### config.mk
export PLATFORM = sky130hd
export DESIGN_NAME = qdrc_arbiter_flat
export DESIGN_NICKNAME = d
export VERILOG_FILES = /design/src/rtl/qdrc_pkg.sv /design/src/rtl/qdrc_arbiter_if.sv /design/src/rtl/qdrc_arb_tag_pipe.sv /design/src/rtl/qdrc_arbiter.sv /design/src/flat_wrapper.sv
export SDC_FILE = /design/constraint.sdc
export NUM_CORES = 1
export LEC_CHECK = 0
export CAP_MARGIN = 0
export CORE_AREA = 4 4 117 119
export DETAILED_ROUTE_END_ITERATION = 6
export DIE_AREA = 0 0 121 123
export PLACE_DENSITY = 0.78
export SYNTH_ARGS = -nofsm -noshare
export SYNTH_HDL_FRONTEND = slang
export SYNTH_SLANG_ARGS = --single-unit
### constraint.sdc
create_clock -name clk -period 6.1 [get_ports clk]
set_clock_uncertainty 0.1 [all_clocks]
set_input_delay 1.83 -clock clk [delete_from_list [all_inputs] [get_ports clk]]
set_output_delay 1.83 -clock clk [all_outputs]
set_load 0.02 [all_outputs]
### src/rtl/qdrc_pkg.sv
// Shared types and constants for the two-port QDR request arbiter.
// Used by qdrc_arbiter and its read-tag pipeline.
package qdrc_pkg;

  localparam logic PORT_A = 1'b0;
  localparam logic PORT_B = 1'b1;

  localparam int RD_LATENCY_MIN = 2;
  localparam int RD_LATENCY_MAX = 31;

  typedef struct packed {
    logic valid;
    logic port;
  } tag_t;

  typedef enum logic [1:0] {
    GNT_NONE = 2'd0,
    GNT_A    = 2'd1,
    GNT_B    = 2'd2
  } grant_e;

endpackage

### src/rtl/qdrc_arbiter_if.sv
// Requester, controller and read-return signals of the QDR arbiter.
// The arbiter uses the slave modport; the environment uses master.
interface qdrc_arbiter_if #(
  parameter int DATA_WIDTH = 36,
  parameter int BW_WIDTH   = 4,
  parameter int ADDR_WIDTH = 21
);

  logic                  phy_rdy;
  logic                  a_req;
  logic                  b_req;
  logic                  a_wr_en;
  logic                  b_wr_en;
  logic                  a_rd_en;
  logic                  b_rd_en;
  logic [ADDR_WIDTH-1:0] a_addr;
  logic [ADDR_WIDTH-1:0] b_addr;
  logic [DATA_WIDTH-1:0] a_wr_data;
  logic [DATA_WIDTH-1:0] b_wr_data;
  logic [BW_WIDTH-1:0]   a_be;
  logic [BW_WIDTH-1:0]   b_be;
  logic                  a_ack;
  logic                  b_ack;
  logic                  a_rd_dvld;
  logic                  b_rd_dvld;
  logic [DATA_WIDTH-1:0] a_rd_data;
  logic [DATA_WIDTH-1:0] b_rd_data;
  logic                  qdr_wr_en;
  logic                  qdr_rd_en;
  logic [ADDR_WIDTH-1:0] qdr_addr;
  logic [DATA_WIDTH-1:0] qdr_wr_data;
  logic [BW_WIDTH-1:0]   qdr_be;
  logic [DATA_WIDTH-1:0] qdr_rd_data;

  modport slave (
    input  phy_rdy, a_req, b_req, a_wr_en, b_wr_en, a_rd_en, b_rd_en,
    input  a_addr, b_addr, a_wr_data, b_wr_data, a_be, b_be, qdr_rd_data,
    output a_ack, b_ack, a_rd_dvld, b_rd_dvld, a_rd_data, b_rd_data,
    output qdr_wr_en, qdr_rd_en, qdr_addr, qdr_wr_data, qdr_be
  );

  modport master (
    output phy_rdy, a_req, b_req, a_wr_en, b_wr_en, a_rd_en, b_rd_en,
    output a_addr, b_addr, a_wr_data, b_wr_data, a_be, b_be, qdr_rd_data,
    input  a_ack, b_ack, a_rd_dvld, b_rd_dvld, a_rd_data, b_rd_data,
    input  qdr_wr_en, qdr_rd_en, qdr_addr, qdr_wr_data, qdr_be
  );

endinterface

### src/rtl/qdrc_arb_tag_pipe.sv
// Fixed-depth shift register of read tags {valid, port}; a tag pushed with
// a read command pops out DEPTH cycles later, aligned with its read data.
module qdrc_arb_tag_pipe
  import qdrc_pkg::*;
#(
  parameter int DEPTH = 10
) (
  input  logic clk,
  input  logic clr,
  input  tag_t push_tag,
  output tag_t pop_tag
);

  tag_t [DEPTH-1:0] tags_q;
  tag_t [DEPTH-1:0] tags_d;

  always_comb begin
    tags_d = {tags_q[DEPTH-2:0], push_tag};
  end

  always_ff @(posedge clk) begin
    if (clr) begin
      tags_q <= '0;
    end else begin
      tags_q <= tags_d;
    end
  end

  assign pop_tag = tags_q[DEPTH-1];

endmodule

### src/rtl/qdrc_arbiter.sv
// Two-port arbiter in front of the QDR controller user interface.
// Define QDRC_ARB_FAIR_EN for round robin; otherwise port A has fixed priority.
module qdrc_arbiter
  import qdrc_pkg::*;
#(
  parameter int DATA_WIDTH = 36,
  parameter int BW_WIDTH   = 4,
  parameter int ADDR_WIDTH = 21,
  parameter int RD_LATENCY = 10
) (
  input logic           clk,
  input logic           reset,
  qdrc_arbiter_if.slave bus
);

  // Handshake: a requester holds req (with wr_en/rd_en and payload) until
  // its ack; ack is combinational and high for exactly the accepting cycle,
  // and the command appears as a one-cycle registered qdr_* strobe next cycle.

  // Out-of-range latencies are clamped so the pipe always elaborates.
  localparam int TAG_DEPTH = (RD_LATENCY < RD_LATENCY_MIN) ? RD_LATENCY_MIN :
                             (RD_LATENCY > RD_LATENCY_MAX) ? RD_LATENCY_MAX :
                             RD_LATENCY;

  logic                  a_elig;
  logic                  b_elig;
  grant_e                grant;
  logic                  last_grant_q, last_grant_d;
  logic                  wr_en_q, wr_en_d;
  logic                  rd_en_q, rd_en_d;
  logic                  port_q, port_d;
  logic [ADDR_WIDTH-1:0] addr_q, addr_d;
  logic [DATA_WIDTH-1:0] wdata_q, wdata_d;
  logic [BW_WIDTH-1:0]   be_q, be_d;
  tag_t                  push_tag;
  tag_t                  pop_tag;

  assign a_elig = bus.a_req & (bus.a_wr_en | bus.a_rd_en);
  assign b_elig = bus.b_req & (bus.b_wr_en | bus.b_rd_en);

  always_comb begin
    grant = GNT_NONE;
    if (!reset && bus.phy_rdy) begin
      if (a_elig && b_elig) begin
`ifdef QDRC_ARB_FAIR_EN
        grant = (last_grant_q == PORT_A) ? GNT_B : GNT_A;
`else
        grant = GNT_A;
`endif
      end else if (a_elig) begin
        grant = GNT_A;
      end else if (b_elig) begin
        grant = GNT_B;
      end
    end
  end

  always_comb begin
    last_grant_d = last_grant_q;
    wr_en_d      = 1'b0;
    rd_en_d      = 1'b0;
    port_d       = port_q;
    addr_d       = addr_q;
    wdata_d      = wdata_q;
    be_d         = be_q;
    case (grant)
      GNT_A: begin
        last_grant_d = PORT_A;
        wr_en_d      = bus.a_wr_en;
        rd_en_d      = bus.a_rd_en;
        port_d       = PORT_A;
        addr_d       = bus.a_addr;
        wdata_d      = bus.a_wr_data;
        be_d         = bus.a_be;
      end
      GNT_B: begin
        last_grant_d = PORT_B;
        wr_en_d      = bus.b_wr_en;
        rd_en_d      = bus.b_rd_en;
        port_d       = PORT_B;
        addr_d       = bus.b_addr;
        wdata_d      = bus.b_wr_data;
        be_d         = bus.b_be;
      end
      default: ;
    endcase
  end

  always_ff @(posedge clk) begin
    if (reset) begin
      last_grant_q <= PORT_B;
      wr_en_q      <= 1'b0;
      rd_en_q      <= 1'b0;
      port_q       <= PORT_A;
      addr_q       <= '0;
      wdata_q      <= '0;
      be_q         <= '0;
    end else begin
      last_grant_q <= last_grant_d;
      wr_en_q      <= wr_en_d;
      rd_en_q      <= rd_en_d;
      port_q       <= port_d;
      addr_q       <= addr_d;
      wdata_q      <= wdata_d;
      be_q         <= be_d;
    end
  end

  // The tag enters alongside the issued read so it retires with the data.
  always_comb begin
    push_tag       = '0;
    push_tag.valid = rd_en_q;
    push_tag.port  = port_q;
  end

  qdrc_arb_tag_pipe #(
    .DEPTH(TAG_DEPTH)
  ) u_tag_pipe (
    .clk     (clk),
    .clr     (reset),
    .push_tag(push_tag),
    .pop_tag (pop_tag)
  );

  assign bus.a_ack       = (grant == GNT_A);
  assign bus.b_ack       = (grant == GNT_B);
  assign bus.a_rd_dvld   = !reset && pop_tag.valid && (pop_tag.port == PORT_A);
  assign bus.b_rd_dvld   = !reset && pop_tag.valid && (pop_tag.port == PORT_B);
  assign bus.a_rd_data   = bus.qdr_rd_data;
  assign bus.b_rd_data   = bus.qdr_rd_data;
  assign bus.qdr_wr_en   = wr_en_q;
  assign bus.qdr_rd_en   = rd_en_q;
  assign bus.qdr_addr    = addr_q;
  assign bus.qdr_wr_data = wdata_q;
  assign bus.qdr_be      = be_q;

endmodule

### src/flat_wrapper.sv
// flat-port wrapper written by rule: the top's interface ports become plain ports
module qdrc_arbiter_flat import qdrc_pkg::*;
#(
  parameter int DATA_WIDTH = 36,
  parameter int BW_WIDTH   = 4,
  parameter int ADDR_WIDTH = 21,
  parameter int RD_LATENCY = 10
)
  (clk, reset, bus_phy_rdy, bus_a_req, bus_b_req, bus_a_wr_en, bus_b_wr_en, bus_a_rd_en, bus_b_rd_en, bus_a_addr, bus_b_addr, bus_a_wr_data, bus_b_wr_data, bus_a_be, bus_b_be, bus_qdr_rd_data, bus_a_ack, bus_b_ack, bus_a_rd_dvld, bus_b_rd_dvld, bus_a_rd_data, bus_b_rd_data, bus_qdr_wr_en, bus_qdr_rd_en, bus_qdr_addr, bus_qdr_wr_data, bus_qdr_be);
  qdrc_arbiter_if #(.DATA_WIDTH(DATA_WIDTH), .BW_WIDTH(BW_WIDTH), .ADDR_WIDTH(ADDR_WIDTH)) bus_i ();
  input logic clk;
  input logic reset;
  input wire logic [$bits(bus_i.phy_rdy)-1:0] bus_phy_rdy;
  input wire logic [$bits(bus_i.a_req)-1:0] bus_a_req;
  input wire logic [$bits(bus_i.b_req)-1:0] bus_b_req;
  input wire logic [$bits(bus_i.a_wr_en)-1:0] bus_a_wr_en;
  input wire logic [$bits(bus_i.b_wr_en)-1:0] bus_b_wr_en;
  input wire logic [$bits(bus_i.a_rd_en)-1:0] bus_a_rd_en;
  input wire logic [$bits(bus_i.b_rd_en)-1:0] bus_b_rd_en;
  input wire logic [$bits(bus_i.a_addr)-1:0] bus_a_addr;
  input wire logic [$bits(bus_i.b_addr)-1:0] bus_b_addr;
  input wire logic [$bits(bus_i.a_wr_data)-1:0] bus_a_wr_data;
  input wire logic [$bits(bus_i.b_wr_data)-1:0] bus_b_wr_data;
  input wire logic [$bits(bus_i.a_be)-1:0] bus_a_be;
  input wire logic [$bits(bus_i.b_be)-1:0] bus_b_be;
  input wire logic [$bits(bus_i.qdr_rd_data)-1:0] bus_qdr_rd_data;
  output wire logic [$bits(bus_i.a_ack)-1:0] bus_a_ack;
  output wire logic [$bits(bus_i.b_ack)-1:0] bus_b_ack;
  output wire logic [$bits(bus_i.a_rd_dvld)-1:0] bus_a_rd_dvld;
  output wire logic [$bits(bus_i.b_rd_dvld)-1:0] bus_b_rd_dvld;
  output wire logic [$bits(bus_i.a_rd_data)-1:0] bus_a_rd_data;
  output wire logic [$bits(bus_i.b_rd_data)-1:0] bus_b_rd_data;
  output wire logic [$bits(bus_i.qdr_wr_en)-1:0] bus_qdr_wr_en;
  output wire logic [$bits(bus_i.qdr_rd_en)-1:0] bus_qdr_rd_en;
  output wire logic [$bits(bus_i.qdr_addr)-1:0] bus_qdr_addr;
  output wire logic [$bits(bus_i.qdr_wr_data)-1:0] bus_qdr_wr_data;
  output wire logic [$bits(bus_i.qdr_be)-1:0] bus_qdr_be;
  assign bus_i.phy_rdy = bus_phy_rdy;
  assign bus_i.a_req = bus_a_req;
  assign bus_i.b_req = bus_b_req;
  assign bus_i.a_wr_en = bus_a_wr_en;
  assign bus_i.b_wr_en = bus_b_wr_en;
  assign bus_i.a_rd_en = bus_a_rd_en;
  assign bus_i.b_rd_en = bus_b_rd_en;
  assign bus_i.a_addr = bus_a_addr;
  assign bus_i.b_addr = bus_b_addr;
  assign bus_i.a_wr_data = bus_a_wr_data;
  assign bus_i.b_wr_data = bus_b_wr_data;
  assign bus_i.a_be = bus_a_be;
  assign bus_i.b_be = bus_b_be;
  assign bus_i.qdr_rd_data = bus_qdr_rd_data;
  assign bus_a_ack = bus_i.a_ack;
  assign bus_b_ack = bus_i.b_ack;
  assign bus_a_rd_dvld = bus_i.a_rd_dvld;
  assign bus_b_rd_dvld = bus_i.b_rd_dvld;
  assign bus_a_rd_data = bus_i.a_rd_data;
  assign bus_b_rd_data = bus_i.b_rd_data;
  assign bus_qdr_wr_en = bus_i.qdr_wr_en;
  assign bus_qdr_rd_en = bus_i.qdr_rd_en;
  assign bus_qdr_addr = bus_i.qdr_addr;
  assign bus_qdr_wr_data = bus_i.qdr_wr_data;
  assign bus_qdr_be = bus_i.qdr_be;
  qdrc_arbiter #(.DATA_WIDTH(DATA_WIDTH), .BW_WIDTH(BW_WIDTH), .ADDR_WIDTH(ADDR_WIDTH), .RD_LATENCY(RD_LATENCY)) u_core (.clk(clk), .reset(reset), .bus(bus_i));
endmodule
==> results, run 1 <==
- The critical path capture point type is an output pin.
- The max-cap violation count is 0.
- In this run, CTS created clock tree buffers numbering 9.
- Using the TritonRoute via totals, the vias-per-cell ratio works out to 4.61.
- The internal power of the cells totals 1.04 mW.
- The post-synthesis xor/xnor area fraction is 0%.
- In the post-synthesis netlist, the biggest area contributors are dfxtp_1 (40%), mux2i_1 (15%), buf_4 (13%).
- The hold violation total from the final report came to 0.
- The clock latency on the worst-skew pair is around 330 ps.
- The share of total power dissipated in the clock network is 37.4%.
- The critical path goes through clkdlybuf4s50_1, o21a_1, or3_1, ha_1, clkdlybuf4s50_1.
- The clock sink total is 84.
- The average wire length per cell after detail routing is ~16 um.
- The clock tree synthesis step divided the H-tree into 3 levels.
- The transition time at the pin with the least slew margin is approximately 1200 ps.
- Across the whole layout, storage elements account for ~0.0017 mm^2.
- The final setup violation count is 0.
- The run finished with clean final reports.
- The maximum resistive drop on vdd is 0.149 mV.
- The simple-gate area share of the yosys netlist is ~14%.
- Summed over all nets, the half-perimeter wirelength after detailed placement is slightly below 8 mm.
- The launching point of the worst reg2reg path is u_core.bus.qdr_addr[1].
- The antenna cell count is 0.
- The count of nets left with antenna violations after detail routing is 0.
- The leakage dissipation is just under 2 nW.
- By area, the combinational part of the netlist is dominated by buffers and inverters.
- The net total in the final layout is 685.
- The CTS tree is yes.
- Across all register-to-register paths, the minimum setup slack is 5290 ps.
- Sequential elements use between 30% and 40% of the synthesized area.
- The first global-routing pass estimated 16.8 mm of wire.
- In this run the critical register-to-register path is captured at u_core.bus.qdr_addr[1].
- The length of routed wiring on met1 is ~4 mm.
- The first routing iteration left 73 violations.
- The most used standard cell by instance count after synthesis is dfxtp_1.
- The achievable clock frequency is between 0.15 and 0.2 GHz.
- In this run the worst path has a maximum fanout of 4.
- The completed layout was analyzed and its total power is 1.41 mW.
- The critical path is of the input pin to output pin type.
- STA puts the critical path data required time at 4170 ps.
- The type of origin of the critical path is an input pin.
- The ratio of cells with drive above 1 in the final layout is about 6.3%.
- The async set or reset register ratio after synthesis is 0%.
- The reported net switching power is about 370 uW.
- Setup repair after global routing left no endpoint under its margin.
- The number of distinct library cell variants in the gate-level netlist after synthesis is 24.
- The path class of the tightest hold or removal check is flip-flop to flip-flop.
- CTS placed an instance of clkbuf_16 at the clock tree root.
- The number of remaining DRC errors is 0.
- The depth of the worst hold-timing path is 1.
- The floorplan step defined a core boundary enclosing between 0.01 and 0.015 mm^2.
- The cell count after synthesis is about 410.
- The power density of the placed cells is roughly 240 mW/mm^2.
- The critical path's slowest cell is clkdlybuf4s50_1.
- Row generation in the floorplan step produced 41 rows.
- The netlist area before placement is approximately 0.0042 mm^2.
- The register clock-pin slew on the reported worst setup and hold paths is approximately 70 ps.
- After detailed routing, no signal wire sits above met4.
- The post-synthesis compound-gate area fraction is roughly an eighth.
- The cell with the most instances on the worst path is clkdlybuf4s50_1.
- The synthesized netlist net count is approximately 580.
- Registers are responsible for a little over two fifths of the overall power.
- The signal arrival time at the worst endpoint is roughly 3700 ps.
- The number of antenna violations at the first check in global routing is 0.
- Per report_power, the combinational group accounts for between 20% and 30% of the total.
- Hold repair after CTS inserted 0 buffers.
- The number of buffers and inverters on the critical path is 2.
- Measured against the total synthesized area, the mux share comes to approximately 15%.
- The worst hold path begins at u_core.u_tag_pipe.tags_d[13].
- The number of warnings reported in the yosys synthesis log is 0.
- The switching portion of total power is between 20% and 30%.
- The max-slew violation total from the final report is 0.
- By count the netlist is led by dfxtp_1 (84), nor2b_1 (82), buf_4 (73).
- For this run, the total global-route usage over all layers was measured as roughly 14%.
- The number of optimization iterations in the first detailed-route pass is 4.
- In the detailed route, the total length drawn on met2 is roughly 5.5 mm.
- The number of global-route vias before repair is about 3400.
- The maximum number of pins on one net before global-route repair is 66.
- The cell type with the highest aggregate area in the netlist is dfxtp_1.
- Summing all multi-input logic gate instances after layout gives around 0.0018 mm^2.
- The share of synthesized cell area in full adder, half adder and majority cells is 0.594%.
- The overall die width is roughly 120 um.
- The number of inserted filler cells in the final layout is ~1200.
- From synthesis to final layout, the design area changed by 41.3%.
- The synthesized design contains between 80 and 90 register bits.
- The number of setup buffers added after CTS is 0.
- The count of flip-flops with a built-in enable after synthesis is 0.
- Counting cells, the worst reg-to-reg path comes to 2.
- Across all layers, the routed design uses approximately 3200 vias.
- The chip height is around 120 um.
- The detailed route wirelength on metal3 is 1.01 mm.
- Once the floorplan was initialized, standard cells occupied around a third of the core.
- The part of the cycle the worst path needs is 91.5%.
- The remaining global-route overflow is 0.
- In the final timing run, aggregate negative setup slack is 0 ps.
- During placement, the flow inserted port buffers numbering approximately 200.
- The final period demand of the worst path is roughly 5600 ps.
- The placer's final routability congestion estimate is between 0.7 and 0.8.
- The capture endpoint of the worst hold path is u_core.u_tag_pipe.tags_d[15].
- The leading register cell type out of synthesis is dfxtp_1.
- For this design the top-level I/O count stands at between 300 and 400.
- No sink is reached through more buffers than the 2 on the longest clock path.
- The total of cells resized after clock tree synthesis is 0.
- The cell family contributing the most delay on the critical path is buffers and inverters.
- Summed over its instances, the top area cell type makes up approximately two fifths of the synthesized netlist area.
- The largest incremental delay on the critical path is 550 ps.
- Measured against its own limit, the worst slew margin works out to a little under a quarter.
- A synthesized cell averages between 10 and 15 um^2.
- For this block, the routed nets add up to between 10 and 15 mm of wire.
- The area of the die is 0.0149 mm^2.
==> routing by layer <==
metal | vias to the layer above | track usage (%)
li1 | 1553 | -
met1 | 1455 | 15.2
met2 | 144 | 24.7
met3 | 45 | 4.48
met4 | 0 | 7.58
met5 | - | 0
==> final cells by class <==
class | instances | share of cell area [%]
Clock buffer | 10 | 4.02
Timing Repair Buffer | 199 | 33.3
Clock inverter | 6 | 0.904
Tap cell | 172 | 3.62
Sequential cell | 84 | 28.3
Inverter | 1 | 0.0631
Multi-Input combinational cell | 221 | 29.8
==> cells in the final DEF, fill, tap and decap left out, types with 2 or more instances in the layout <==
cell             netlist  final
clkbuf_16              0      9
clkdlybuf4s50_1        0    196
a211oi_2              12     12
inv_6                  0      3
mux2i_1               62     62
nor2b_1               82     82
buf_4                 73      3
nor3_1                 3      3
dfxtp_1               84     84
a211oi_1              49     49
a22oi_1                2      2
==> sequential cells by signal, indices dropped and copies added, names as in the netlist <==
signal,count
u_core.bus.qdr_addr,21
u_core.bus.qdr_be,4
u_core.bus.qdr_rd_en,1
u_core.bus.qdr_wr_data,36
u_core.bus.qdr_wr_en,1
u_core.port_q,1
u_core.u_tag_pipe.pop_tag,2
u_core.u_tag_pipe.tags_d,18
==> through the flow <==
stage	hold slack (ps)	worst slack (ps)	util, %	area (um^2)	instances
after floorplan	314	1450	-	4210	408
after CTS	346	514	47.4	5950	693
after global routing	359	454	47.4	5950	693
after detailed placement	328	519	45.0	5660	677
final	341	518	47.4	5950	693
after global placement	321	572	45.0	5660	677
==> cells by family (layout without fill, tap and decap cells) <==
kind of cell	count (synthesis)	in the layout
buffers and inverters	103	216
and+or+nand+nor	92	92
DFF	84	84
AOI/OAI and AO/OA	65	65
muxes	62	62
adders and majority gates	2	2
==> worst reg2reg max path, cell delays in order (launching register included) <==
cell,delay (ps)
dfxtp_1,330
nor2b_1,50
a211oi_1,230
==> power by group through the flow <==
stage,clock network (mW),logic [mW],registers [mW]
floorplan,0,0.169,0.640
global placement,0,0.290,0.604
detailed placement,0,0.295,0.606
CTS,0.553,0.296,0.593
global route,0.575,0.314,0.597
finish,0.529,0.292,0.593
==> worst max-delay path by stage <==
stage	cells past startpoint	endpoint	slack, ps	startpoint
floorplan	4	bus_a_ack	1450	reset
global placement	5	bus_a_ack	570	bus_a_wr_en
detailed placement	5	bus_a_ack	520	bus_a_wr_en
CTS	5	bus_a_ack	510	bus_a_wr_en
global route	5	bus_a_ack	450	bus_a_wr_en
finish	5	bus_a_ack	520	bus_a_wr_en
(Power assumes the default switching activity.)
==> inputs of run 2 (changes only) <==
--- a/config.mk
+++ b/config.mk
@@ -6,10 +6,13 @@
 export NUM_CORES = 1
 export LEC_CHECK = 0
 export CAP_MARGIN = 0
-export CORE_AREA = 4 4 117 119
+export CELL_PAD_IN_SITES_DETAIL_PLACEMENT = 0
+export CELL_PAD_IN_SITES_GLOBAL_PLACEMENT = 1
+export CORE_ASPECT_RATIO = 0.75
+export CORE_MARGIN = 4
+export CORE_UTILIZATION = 26
 export DETAILED_ROUTE_END_ITERATION = 6
-export DIE_AREA = 0 0 121 123
-export PLACE_DENSITY = 0.78
+export PLACE_DENSITY_LB_ADDON = 0.1
 export SYNTH_ARGS = -nofsm -noshare
 export SYNTH_HDL_FRONTEND = slang
 export SYNTH_SLANG_ARGS = --single-unit
==> run 2 against run 1 <==
Effect of this change: critical path depth unchanged; die area increased by 23%; sequential cell count unchanged; via count decreased by 3.0%; total power increased by 2.6%; setup slack got worse by 4.9 ps; sequential share of layout area decreased by 0.42 points; combinational power increased by 2%; largest cell class unchanged; largest power group unchanged.
==> results, run 2 (synthesis gave the netlist of run 1 again) <==
- The number of cells in the design after placement is 714 (+5.5%).
- The clock latency on the worst-skew pair was 330 ps (about the same).
- The overall die width is 155 um (+28%).
- The maximum number of pins on one net before global-route repair is 66 (unchanged).
- The number of optimization iterations in the first detailed-route pass is 4 (unchanged).
- The buffering stage count on the worst path with inverters included came to 2 (unchanged).
- The total routing usage reported by global routing is 12.3% (-1.8 points).
- The achievable clock frequency is 0.179 GHz (about the same).
- The clock sink total is 84 (unchanged).
- The cell with the most instances on the worst path is clkdlybuf4s50_1.
- The growth of design area from synthesis to finish is 43.5%.
- The final period demand of the worst path is 5590 ps (+4.93 ps).
- The area of the die is 0.0183 mm^2 (+23%).
- The worst setup path is of the input pin to output pin kind.
- The number of inserted filler cells in the final layout was 1523 (+32%).
- The register clock-pin slew on the reported worst setup and hold paths was 60 ps (about the same).
- The chip height is 118 um (-3.9%).
- Walking the worst path, the cells encountered are clkdlybuf4s50_1, o21a_1, or3_1, ha_1, clkdlybuf4s50_1.
- The kind of cell adding the most delay to the critical path is buffers and inverters.
- The remaining global-route overflow is 0 (unchanged).
- The total core area is 0.0156 mm^2 (+24%).
- The antenna cell count came to 0 (unchanged).
- The number of remaining DRC errors came to 0 (unchanged).
- The hold violation total from the final report came to 0 (unchanged).
- Leaving out fill and tap cells, the most frequent cells in the layout are clkdlybuf4s50_1 (196), dfxtp_1 (84), nor2b_1 (82).
- The aggregate negative setup slack was 0 ps (unchanged).
- The number of placement rows is 39 (-4.9%).
- TritonCTS built the clock tree.
- The effective utilization at floorplan is 27.1% (-6.5 points).
- The overall via count from detail_route came to 3100 (-3.0%).
- In this run the most critical hold path is launched from u_core.u_tag_pipe.tags_d[7].
- The worst slew margin relative to its limit came to 58.5% (+36 points).
- The number of setup buffers added after CTS is 0 (unchanged).
- The I/O pin count is 306 (unchanged).
- The depth of the worst hold-timing path was 1 (unchanged).
- The power density of the placed cells came to 240 mW/mm^2 (+1.0%).
- The destination of the worst register-to-register timing path is u_core.bus.qdr_addr[4].
- The transition time at the pin with the least slew margin came to 622 ps (-535 ps).
- The required time of the worst setup path is 4170 ps (about the same).
- STA classifies the critical path startpoint as an input pin.
- In this run the clock root is driven by a clkbuf_16.
- The worst hold path class is flip-flop to flip-flop.
- For hold timing, the worst endpoint is u_core.u_tag_pipe.tags_d[9].
- The non-filler instance count after layout is 729 (+5.2%).
- The number of antenna violations at the first check in global routing was 0 (unchanged).
- The max-cap violation count came to 0 (unchanged).
- The ratio of cells with drive above 1 in the final layout was 6.87% (+0.54 points).
- Setup repair after global routing left no endpoint under its margin.
- The post-route cell area is 0.00604 mm^2 (+1.5%).
- The part of the cycle the worst path needs was 91.6% (about the same).
- The worst-case clock buffer depth is 2 (unchanged).
- The placer's final routability congestion estimate is 0.768 (-0.62%).
- The global-route wire length before repair is 18.0 mm (+6.9%).
- The largest incremental delay on the critical path is 550 ps (about the same).
- The average via count per standard cell came to 4.25 (-7.8%).
- The number of cells traversed by the worst register-to-register path is 2 (unchanged).
- The total length of routed wires is 11.6 mm (+7.9%).
- The setup slack after placement is 525 ps (+5.54 ps).
- The total cell area at the placement stage was 0.00573 mm^2 (+1.3%).
- The average wire length per cell after detail routing is 16.0 um (+2.6%).
- The library cell used most frequently in the layout, excluding fill and tap cells, is clkdlybuf4s50_1.
- The hold buffer count at cts is 0 (unchanged).
- The number of flip-flops in the largest register is 36 (unchanged).
- The count of nets left with antenna violations after detail routing is 0 (unchanged).
- The starting DRC count in detailed routing is 114 (+56%).
- The final setup violation count came to 0 (unchanged).
- The total of cells resized after clock tree synthesis is 0 (unchanged).
- The flop-to-flop setup slack is 5300 ps (about the same).
- The final worst slack is 513 ps (-4.93 ps).
- The net total in the final layout was 689 (+0.58%).
- The signal arrival time at the worst endpoint is 3660 ps (about the same).
- The number of global-route vias before repair is 3111 (-7.6%).
- The critical path capture point type is an output pin.
- The count of buffers inserted at the top-level ports is 197 (unchanged).
- The CTS buffer count was 9 (unchanged).
- The launching point of the worst reg2reg path is u_core.bus.qdr_addr[4].
- The tightest hold margin is 334 ps (-6.49 ps).
- The H-tree depth reported by CTS came to 3 (unchanged).
- The leakage dissipation came to 2.00 nW (+1.3%).
- The maximum resistive drop on vdd was 0.153 mV (+2.5%).
- The max-slew violation total from the final report is 0 (unchanged).
- The largest individual stage delay along the critical path comes from the cell clkdlybuf4s50_1.
- The estimated wirelength of the detail-placed design is 8.41 mm (+5.9%).
- The critical-path maximum fanout is 4 (unchanged).
- The flow ran to the end, and the final reports show no timing, DRC or antenna violations.
run 2: cell types whose count changed in the layout (fill, tap and decap cells not counted):
cell / previous run / this run
inv_6: 3 / 0
clkbuf_8: 1 / 3
buf_4: 3 / 7
bufinv_16: 0 / 1
inv_8: 1 / 0
clkinvlp_4: 1 / 2
clkinv_4: 1 / 0
run 2: cell type report:
cell class              instances  area, um^2  area share (%)
well taps                     205         256            4.25
flip-flops and latches         84        1680            27.8
clock buffers                  12         267            4.41
multi-input cells             221        1770            29.4
clock inverters                 3        45.0           0.745
repair buffers                203        2010            33.3
inverters                       1        3.75          0.0621
run 2: per-layer routing:
| layer | part of all wire (%) | GRT usage (%) | up-vias |
|---|---|---|---|
| met1 | 48 | 17.0 | 1369 |
| li1 | - | - | 1557 |
| met4 | 0.89 | 2.92 | 0 |
| met3 | 11 | 6.17 | 14 |
| met5 | 0 | 0 | - |
| met2 | 40 | 17.2 | 160 |
run 2: worst reg2reg max path: stages, from the launching register on:
cell	delay, ps
dfxtp_1	360
nor2b_1	60
a211oi_1	200
run 2: worst max-delay path by stage:
stage,from,endpoint,cells after the start
final,bus_a_wr_en,bus_a_ack,5
after global routing,bus_a_wr_en,bus_a_ack,5
after CTS,bus_a_wr_en,bus_a_ack,5
after detailed placement,bus_a_wr_en,bus_a_ack,5
after global placement,bus_a_wr_en,bus_a_ack,5
after floorplan,reset,bus_a_ack,4
run 2: stage by stage:
step                total power [mW]  util, %
floorplan                      0.809        -
global placement               0.905     36.8
detailed placement             0.907     36.8
CTS                             1.48     38.8
global route                    1.52     38.8
finish                          1.45     38.8
run 2: where the power goes:
group          switching, mW  internal [mW]  leakage [nW]  total, mW
registers             0.0142          0.578         0.685      0.593
clock network          0.211          0.348         0.147      0.560
logic                  0.130          0.168          1.17      0.298
total                  0.355           1.10          2.00       1.45
